## config.mk

```make
export PLATFORM = sky130hd
export DESIGN_NAME = window_framer
export DESIGN_NICKNAME = d
export VERILOG_FILES = /design/src/rtl/window_framer.sv
export SDC_FILE = /design/constraint.sdc
export NUM_CORES = 1
export LEC_CHECK = 0
export BUFFER_PORTS_ARGS = -buffer_cell sky130_fd_sc_hd__buf_4
export CAP_MARGIN = 20
export CORE_MARGIN = 4
export CORE_UTILIZATION = 45
export CTS_CLUSTER_DIAMETER = 120
export DETAILED_ROUTE_END_ITERATION = 8
export PLACE_DENSITY = 0.68
export SYNTH_ARGS = -nofsm -noshare
export SYNTH_HDL_FRONTEND = slang
export SYNTH_SLANG_ARGS = --single-unit
export TNS_END_PERCENT = 5
```

## constraint.sdc

```tcl
create_clock -name clk -period 4.8 [get_ports clk]
set_clock_uncertainty 0.1 [all_clocks]
set_input_delay 0.96 -clock clk [delete_from_list [all_inputs] [get_ports clk]]
set_output_delay 0.96 -clock clk [all_outputs]
set_load 0.02 [all_outputs]
```

## src/rtl/window_framer.sv

```systemverilog
// window_framer: snapshots a 16-sample window every HOP strobes and streams it Hann-weighted, oldest first.
// Define WINDOW_EN for Hann weighting; otherwise samples pass through with unity weight.
module window_framer #(
    parameter int HOP   = 16,
    parameter int SAT_W = 18
) (
    input  logic         clk,
    input  logic         reset,
    input  logic         new_t,
    input  logic [383:0] t_in,
    output logic         frame_valid,
    input  logic         frame_ready,
    output logic [23:0]  frame_data,
    output logic [3:0]   frame_idx,
    output logic         frame_last,
    output logic         busy,
    output logic [7:0]   overrun_cnt
);
    typedef enum logic {IDLE, STREAM} state_t;

    localparam logic signed [39:0] HI = (40'sd1 <<< (SAT_W - 1)) - 40'sd1;
    localparam logic signed [39:0] LO = -(40'sd1 <<< (SAT_W - 1));

    state_t             state, state_nx;
    logic [3:0]         hop_cnt;
    logic [23:0]        snap [16];
    logic               hop, accept, fin;
    logic               take, drop, bypass, load, over;
    logic [3:0]         sel, ix;
    logic signed [23:0] sample;
    logic signed [39:0] r;
    logic [23:0]        sat;

    assign hop    = new_t && hop_cnt == 4'(HOP - 1);
    assign accept = frame_valid && frame_ready;
    assign fin    = accept && frame_last;
    assign busy   = frame_valid;

    always_comb begin
        take     = 1'b0;
        drop     = 1'b0;
        bypass   = 1'b0;
        load     = 1'b0;
        over     = 1'b0;
        state_nx = state;
        if (state == IDLE) begin
            take     = hop;
            state_nx = hop ? STREAM : IDLE;
        end else begin
            // a hop landing on the final accept restarts straight from the live bus
            take     = hop && fin;
            bypass   = hop && fin;
            drop     = fin && !hop;
            over     = hop && !fin;
            load     = !frame_valid || (accept && !drop);
            state_nx = drop ? IDLE : STREAM;
        end
    end

    always_ff @(posedge clk or negedge reset)
        if (!reset) state <= IDLE;
        else        state <= state_nx;

    assign sel    = frame_valid ? frame_idx + 4'd1 : 4'd0;
    assign ix     = bypass ? 4'd0 : sel;
    assign sample = bypass ? t_in[383:360] : snap[ix];

`ifdef WINDOW_EN
    localparam logic [15:0] W [16] = '{16'd0, 16'd1247, 16'd4799, 16'd10114, 16'd16384, 16'd22654,
        16'd27969, 16'd31521, 16'd32767, 16'd31521, 16'd27969, 16'd22654, 16'd16384, 16'd10114,
        16'd4799, 16'd1247};
    logic signed [39:0] p;
    assign p = 40'(sample) * 40'($signed({1'b0, W[ix]}));
    assign r = (p + 40'sd16384) >>> 15;
`else
    assign r = 40'(sample);
`endif

    assign sat = r > HI ? HI[23:0] : r < LO ? LO[23:0] : r[23:0];

    always_ff @(posedge clk or negedge reset) begin
        if (!reset) begin
            hop_cnt     <= '0;
            frame_valid <= 1'b0;
            frame_data  <= '0;
            frame_idx   <= '0;
            frame_last  <= 1'b0;
            overrun_cnt <= '0;
            for (int i = 0; i < 16; i++) snap[i] <= '0;
        end else begin
            if (new_t) hop_cnt <= hop ? 4'd0 : hop_cnt + 4'd1;
            if (take)
                for (int i = 0; i < 16; i++) snap[i] <= t_in[(15 - i)*24 +: 24];
            if (load) begin
                frame_valid <= 1'b1;
                frame_data  <= sat;
                frame_idx   <= ix;
                frame_last  <= ix == 4'd15;
            end else if (drop) begin
                frame_valid <= 1'b0;
                frame_last  <= 1'b0;
            end
            if (over && overrun_cnt != 8'hFF) overrun_cnt <= overrun_cnt + 8'd1;
        end
    end
endmodule

```

# Yosys cells after proc, flatten, opt, wreduce, memory -nomap -nowiden
# Cells that the tools add are included.
# W data, S select, Z words.
[word_totals] reg_bits=427 in_bits=388 output_inout_bits=39 wordCells=67
[op_classes] add_sub_neg=3 n_lt_le_gt_ge=3 eq_ne=3 mux=20 n_bitwise=1 n_reduce_logical=14
[ops] cell="$mux W24" n=5
[ops] cell="$bmux W24 S4" n=1
[ops] cell="$gt A24 B18 Y1 const B" n=1
[ops] cell="$lt A24 B18 Y1 const B" n=1
[ops] cell="$mux W4" n=3
[ops] cell="$mux W1" n=11
[ops] cell="$add A4 B1 Y4 const B" n=2
[ops] cell="$add A8 B1 Y8 const B" n=1
[ops] cell="$eq A4 B4 Y1 const B" n=2
[ops] cell="$logic_and A1 B1 Y1" n=8
[ops] cell="$ne A8 B8 Y1 const B" n=1
[ops] cell="$ge A5 B5 Y1 const B" n=1
[ops] cell="$not A4 Y5" n=1
[ops] cell="$logic_not A1 Y1" n=4
[ops] cell="$reduce_bool A2 Y1" n=1
[ops] cell="$logic_or A1 B1 Y1" n=1

# Longest topological paths before layout
# Gate-level depths: netlist (run 1).
[logic_depth] word_depth=13 mapped_depth=21 mapped_depth_nobuf=17

# Worst setup path before layout (run 1)
# Ideal clock, no wire load.
[synth_path] path_type="input port to flip-flop" startpoint="in frame_ready" endpoint="reg frame_data[6]" setup_ps=70 arrival_time_ps=4409 required_ps=4630 path_slack_ps=221 cell_stages=17 n_path_buf=3 cell_sequence="and4_1 buf_2 nand2_1 nand3_2 or4_1 nand4_1 mux2_2 and3_1 nand4_1 ha_1 clkbuf_1 nor4_1 buf_2 a22oi_1 o21ai_0 o22ai_1 nand3_1"
[synth_via] elab_chain_len=13 word_cells_on_any_way=19 cone_classes="order compare: 2; mux: 9; bitwise: 1; reduce/logical: 7"
[synth_rtl] element="from (decl)" line="12" source="input logic frame_ready,"
[synth_rtl] element="$logic_and A1 B1 Y1 (*)" line="35" source="assign accept = frame_valid && frame_ready;"
[synth_rtl] element="$logic_and A1 B1 Y1" line="36" source="assign fin = accept && frame_last;"
[synth_rtl] element="$logic_and A1 B1 Y1" line="52" source="bypass = hop && fin;"
[synth_rtl] element="$mux W1" line="46" source="if (state == IDLE) begin"
[synth_rtl] element="$mux W4" line="65" source="assign ix = bypass ? 4'd0 : sel;"
[synth_rtl] element="$not A4 Y5 (not written as such)" line="66" source="assign sample = bypass ? t_in[383:360] : snap[ix];"
[synth_rtl] element="$bmux W24 S4" line="66"
[synth_rtl] element="$mux W24 (not written as such) (2 in a row)" line="66"
[synth_rtl] element="$mux W24" line="66"
[synth_rtl] element="$lt A24 B18 Y1" line="79" source="assign sat = r > HI ? HI[23:0] : r < LO ? LO[23:0] : r[23:0];"
[synth_rtl] element="$mux W24 (2 in a row)" line="79"
[synth_rtl] element="to (signal assigned)" line="96" source="frame_data <= sat;"
[synth_rtl] element="to (decl)" line="13" source="output logic [23:0] frame_data,"
# Mark *: on every way between the ends. The rest lies on a longest branch, timed or not. The select of a mux whose other input is x is not followed.
# A chain may end at the register's enable or synchronous reset.

# Worst setup path after layout (run 1)
[layout_path] startpoint="reg frame_idx[0]" endpoint="reg frame_data[10]"
[layout_via] elab_chain_len=11 word_cells_on_any_way=12 cone_classes="add/sub: 1; order compare: 2; mux: 8; bitwise: 1"
[layout_rtl] element="from (decl)" line="14" source="output logic [3:0] frame_idx,"
[layout_rtl] element="from (signal assigned)" line="97" source="frame_idx <= ix;"
[layout_rtl] element="$add A4 B1 Y4 (*)" line="64" source="assign sel = frame_valid ? frame_idx + 4'd1 : 4'd0;"
[layout_rtl] element="$mux W4 (*)" line="64"
[layout_rtl] element="$mux W4 (*)" line="65"
[layout_rtl] element="$not A4 Y5 (not written as such) (*)" line="66"
[layout_rtl] element="$bmux W24 S4 (*)" line="66"
[layout_rtl] element="$mux W24 (not written as such) (*) (2 in a row)" line="66"
[layout_rtl] element="$mux W24 (*)" line="66"
[layout_rtl] element="$lt A24 B18 Y1" line="79"
[layout_rtl] element="$mux W24" line="79"
[layout_rtl] element="$mux W24 (*)" line="79"
# Marks and branches as above.

==> results of run 1 <==
[metrics by stage]
stage | TNS [ps] | utilization | std cells | hold WS (ps)
2_1_floorplan | 0 | - | 1584 | 372
3_3_place_gp | 0 | 0.548 | 2555 | 383
3_5_place_dp | -766 | 0.548 | 2555 | 391
4_1_cts | 0 | 0.582 | 2639 | 347
5_1_grt | 0 | 0.582 | 2642 | 379
6_report | 0 | 0.582 | 2644 | 338
[per-layer routing]
layer	track usage	wire (µm)
met5	0	0
met2	0.387	27800
met1	0.364	27900
met3	0.0809	5650
met4	0.0674	1620
[cells by family after synthesis]
kind of cell | synth area share
compound gates | 0.0820
xor+xnor | 0.00477
fa+ha+maj | 0.00248
buf+inv | 0.0295
flops | 0.529
mux | 0.293
simple gates | 0.0594
[power by group through the flow]
stage,clock network (mW),registers [mW],logic [mW]
final,3.51,5.72,7.51
after global routing,3.76,5.87,8.13
after CTS,3.61,5.72,7.49
after detailed placement,0,5.77,7.47
after global placement,0,5.71,7.41
after floorplan,0,5.59,4.77
[what timing repair did]
item	in CTS	in global routing
setup buffers	0	0
setup endpoints to repair	0	16
gates resized for setup	0	5
[worst min-delay path by stage]
stage | from | endpoint | slack, ps | depth (start not counted)
floorplan | snap[358] | snap[358] | 370 | 1
global placement | snap[19] | snap[19] | 380 | 1
detailed placement | snap[56] | snap[56] | 390 | 1
CTS | reset | snap[137] | 350 | 1
global route | reset | snap[137] | 380 | 1
finish | reset | snap[137] | 340 | 1
[cells in the mapped netlist (all sizes together), types with 5 or more instances]
master,n
and3,6
nand2b,7
clkbuf,38
mux2,413
nand4,7
nand3,49
xnor2,6
mux4,19
a21oi,68
buf,73
dfrtp,427
o21ai,69
o22ai,27
inv,7
a22oi,16
and2,5
o2bb2ai,8
a21boi,8
nand2,135
nor3,6
nor2,23
mux2i,83
xor2,5
o211ai,6
[registers in the layout, indices dropped and copies added, names as in the netlist]
register / count
snap: 384
overrun_cnt: 8
hop_cnt: 4
frame_last: 1
state: 1
frame_idx: 4
busy: 1
frame_data: 24
[final cells by class]
class                   count  area [µm²]
repair buffers            490        3820
diodes                      5        12.5
multi-input cells        1039        9010
flip-flops and latches    427       10700
inverters                   7        26.3
well taps                 592         741
clock inverters            12        93.8
clock buffers              72        1410
fillers                  3752       18500
[cell usage in the layout, fill, tap and decap left out, types with 16 or more instances in the layout]
| cell | count |
|---|---|
| a21oi_1 | 64 |
| a22oi_1 | 16 |
| buf_4 | 478 |
| clkbuf_16 | 49 |
| dfrtp_1 | 426 |
| mux2_2 | 412 |
| mux2i_1 | 83 |
| mux4_2 | 19 |
| nand2_1 | 134 |
| nand3_1 | 48 |
| nor2_1 | 19 |
| o21ai_0 | 63 |
| o22ai_1 | 27 |
[worst register-to-register path: stages, from the launching register on]
cell	delay, ps
dfrtp_1	420
ha_4	430
nand2_1	330
nor2_1	370
a221o_1	160
o22ai_1	80
o41a_2	540
inv_1	110
and3_1	150
nand4_1	110
ha_1	400
a221oi_2	330
nand3_1	130
buf_4	210
a21oi_1	170
a22oi_1	90
o21ai_0	120
o22ai_1	120
nand3_1	90
==> results.md, run 1 <==
- Status: completed
- Max-slew headroom: 0.305
- Port Buffers: 426
- Sw power: 6.36 mW
- Unrepaired setup endpoints after global routing: no
- Area Growth Syn to Fin: 27.8%
- Via-per-instance ratio: 5.50
- CP max stage delay: 540 ps
- Initial antenna violation count: 5
- Initial core utilization: 0.456
- Avg Cell Area, Syn: 12.7 µm²
- CP delay by family, top: compound AO/OA/AOI/OAI gates
- Comb pwr share: 0.449
- Share of cells above drive strength 1: 0.500
- Final non-filler cell area: 25800 µm²
- I/O pins: 427
- Cell Pwr Density: 649 nW/µm²
- Dpl hpwl: 48.1 mm
- Netlist cell types: 76
- CTS H-tree lvls: 2
- Seq cells post-synth: 427
- Mapped Cells: 1584
- Leakage power: 12.1 nW
- Sw frac: 0.380
- Wirelength, routed: 62.9 mm
- Post-synth EDFFs: 0
- Clk pwr share: 0.210
- Syn_nets: 1976
- All-Layer GR Usage: 0.257
- Synth area leaders: dfrtp_1, mux2_2, mux2i_1
- Clk Latency, worst-skew pair: 570 ps
- Die area: 48300 µm²
- DIE WIDTH: 220 µm
- Top FF cell, synth: dfrtp_1
- Final worst-path cycle share: 0.950
- Post-synth top area cell: dfrtp_1
- Clk root buf: clkbuf_16
- Setup Viol. Count Final: 0
- Num CTS Buffers: 47
- Setup WS pre-CTS: -110 ps
- Largest net degree at the start of global routing: 124
- Stages on worst setup path: 18
- Clock Path Buffers: 3
- Cell Chain, Critical Path: ha_4, nand2_1, nor2_1, a221o_1, o22ai_1, o41a_2, inv_1, and3_1, nand4_1, ha_1, a221oi_2, nand3_1, buf_4, a21oi_1, a22oi_1, o21ai_0, o22ai_1, nand3_1
- Reg2reg setup slack: 240 ps
- Die Y: 220 µm
- Clk pin slew, worst setup/hold paths: 60 ps
- Tightest Pin Transition: 1040 ps
- WS Path Type: reg -> reg
- Sequential share of the synthesized area: 0.529
- CP Max Fanout: 16
- Critical R2R Launch: frame_idx[0]
- First-pass GRT wire length: 94.1 mm
- Worst Setup SP: frame_idx[0]
- Buf+Inv Stages, Crit Path: 2
- DR DRC count: 0
- Setup WS post-layout: 239 ps
- Final GP Congestion: 0.930
- Slowest CP cell: o41a_2
- Sinks on the clock net: 427
- Max_cap viols: 0
- Crit Reg-Reg Endpoint: frame_data[10]
- Reg2Reg Depth: 18
- Vias in the first global route: 15300
- Vias: 14500
- Netlist Area Pre-Place: 20200 µm²
- Post-DRT Antenna Nets: 0
- Final #Nets: 2404
- Placed Area: 24300 µm²
- WP data required: 5190 ps
- DRT iter0 DRCs: 944
- Arr. time, crit path: 4950 ps
- Critical Path End: frame_data[10]
- Asr flop ratio synth: 1.00
- Fmax achieved: 0.219 GHz
- CORE AREA: 44300 µm²
- Crit path capture type: flip-flop
- CP startpoint kind: flip-flop
- Yosys warns: 0
- Max rail drop VDD: 0.456 mV
- Drt first pass iters: 5
- Hold Crit Class: in -> async
- Internal power: 10.4 mW
- Wire per inst: 23.8 µm
- Top cell type's share of synthesized area: 0.529
- CTS tree: built
- Rows: 77
- Final Hold Fails: 0
- # hold bufs at CTS: 0
- Flop pwr share: 0.342
- Total power: 16.7 mW
- Slew Viols, Final: 0
- Minimum clock period: 4560 ps
- GRT overflow: 0
(Power assumes the default switching activity.)
==> run 2, diff against run 1 <==
--- a/config.mk
+++ b/config.mk
@@ -7,7 +7,7 @@
 export LEC_CHECK = 0
 export BUFFER_PORTS_ARGS = -buffer_cell sky130_fd_sc_hd__buf_4
 export CAP_MARGIN = 20
-export CORE_MARGIN = 4
+export CORE_MARGIN = 2
 export CORE_UTILIZATION = 45
 export CTS_CLUSTER_DIAMETER = 120
 export DETAILED_ROUTE_END_ITERATION = 8
==> run 2 against run 1 <==
Register-to-register slack improved by 90 ps. Clock-buffer cell count decreased by 3. Critical path depth decreased by 2. Global-route usage increased by 0.77 points. Via count increased by 1.3%. Wire length decreased by 1.3%. Die area decreased by 3.6%. Sequential cell count unchanged. Critical endpoint is now frame_data[9].
==> results.md, run 2 (synthesis results as in run 1) <==
- Status: completed
- Initial core utilization: 0.457
- Reg2reg setup slack: 330 ps
- Commonest cells after routing, fill and taps aside: buf_4, dfrtp_1, mux2_2, nand2_1, mux2i_1
- Final #Nets: 2395
- Sinks on the clock net: 427
- Crit path capture type: flip-flop
- Minimum clock period: 4470 ps
- Drt first pass iters: 7
- CP startpoint kind: flip-flop
- # hold bufs at CTS: 0
- Unrepaired setup endpoints after global routing: no
- Buf+Inv Stages, Crit Path: 2
- Share of cells above drive strength 1: 0.497
- DR DRC count: 0
- Cell Pwr Density: 657 nW/µm²
- Worst Hold Margin: 315 ps
- Wire per inst: 23.6 µm
- Tightest Pin Transition: 939 ps
- Max_cap viols: 0
- WS Path Type: reg -> reg
- Leakage power: 12.1 nW
- Clk root buf: clkbuf_16
- CP Max Fanout: 16
- Largest register FFs: 384
- Fmax achieved: 0.224 GHz
- Hold Crit Class: in -> async
- # fillers: 3629
- Clk pin slew, worst setup/hold paths: 60 ps
- PostCTS Resize Cnt: 0
- Max-slew headroom: 0.371
- Setup Viol. Count Final: 0
- Clock Path Buffers: 3
- Die area: 46600 µm²
- First-pass GRT wire length: 94.0 mm
- Via-per-instance ratio: 5.59
- Multi-input logic area: 9010 µm²
- DRT iter0 DRCs: 1020
- Die Y: 216 µm
- Placed Area: 24200 µm²
- Total power: 17.0 mW
- Most common cell after layout, fill and taps aside: buf_4
- Final GP Congestion: 0.901
- Vias: 14700
- Setup WS pre-CTS: -26.3 ps
- Max rail drop VDD: 0.369 mV
- All-Layer GR Usage: 0.265
- Final non-filler cell area: 25800 µm²
- Num CTS Buffers: 47
- I/O pins: 427
- Port Buffers: 426
- Final Hold Fails: 0
- Setup WS post-layout: 329 ps
- FF+latch area: 10700 µm²
- Most flops, register: snap
- Critical R2R Launch: busy
- Post-DRT Antenna Nets: 0
- GRT overflow: 0
- CP max stage delay: 560 ps
- Clk Latency, worst-skew pair: 570 ps
- Dpl hpwl: 46.4 mm
- Area Growth Syn to Fin: 27.8%
- Post-CTS Setup Inserts: 0
- Crit Reg-Reg Endpoint: frame_data[9]
- Largest net degree at the start of global routing: 103
- Slowest CP cell: or4_1
- CORE AREA: 44200 µm²
- CP delay by family, top: simple AND/OR/NAND/NOR gates
- Reg2Reg Depth: 16
- Wirelength, routed: 62.1 mm
- CTS H-tree lvls: 2
- DIE WIDTH: 216 µm
- Cell Chain, Critical Path: buf_4, and2_1, mux2_4, nand3_2, or4_1, nand4_1, mux2_2, and3_1, nand4_1, ha_1, a221oi_2, buf_4, nand2_1, o21ai_0, o22ai_1, nand3_1
- Slew Viols, Final: 0
- Vias in the first global route: 15300
- CTS tree: built
- WP data required: 5200 ps
- Rows: 77
- Initial antenna violation count: 4
- Arr. time, crit path: 4870 ps
- Largest regs: snap x384, frame_data x24, overrun_cnt x8
- Final worst-path cycle share: 0.931
run 2: metrics by stage:
stage	std cells	setup TNS, ps	utilization
after floorplan	1584	0	-
after global placement	2545	0	0.548
after detailed placement	2545	-84.6	0.548
after CTS	2627	0	0.582
after global routing	2632	0	0.584
final	2632	0	0.584
run 2: worst reg2reg max path: cells and delay by family (launching register included):
family	cells	cell delay, ps
flip-flops	1	510
multiplexers	2	550
AND/OR/NAND/NOR	8	1790
AO/OA/AOI/OAI	3	700
adder cells (fa/ha/maj)	1	380
buffers and inverters	2	400
run 2: final cells by class:
class,instances,area share
Inverter,7,0.00102
Clock buffer,69,0.0511
Antenna cell,4,0.000388
Sequential cell,427,0.414
Multi-Input combinational cell,1039,0.349
Tap cell,592,0.0287
Clock inverter,13,0.00877
Timing Repair Buffer,481,0.147
run 2: power breakdown:
part	internal (mW)	total, mW	switching [mW]
registers	4.92	5.71	0.781
logic	3.40	7.60	4.20
clock network	2.22	3.65	1.43
run 2: routing by layer:
| metal | GRT usage | up-vias | wire length (µm) |
|---|---|---|---|
| met5 | 0 | - | 0 |
| met4 | 0.0789 | 0 | 1530 |
| met3 | 0.0615 | 74 | 4520 |
| met2 | 0.399 | 499 | 27800 |
| met1 | 0.382 | 7512 | 28200 |
| li1 | - | 6630 | - |
run 2: worst max path at each step:
stage / startpoint / cells after the start / to
floorplan: frame_ready / 17 / frame_data[6]
global placement: new_t / 16 / frame_data[10]
detailed placement: new_t / 16 / frame_data[9]
CTS: busy / 16 / frame_data[9]
global route: busy / 16 / frame_data[6]
finish: busy / 16 / frame_data[9]
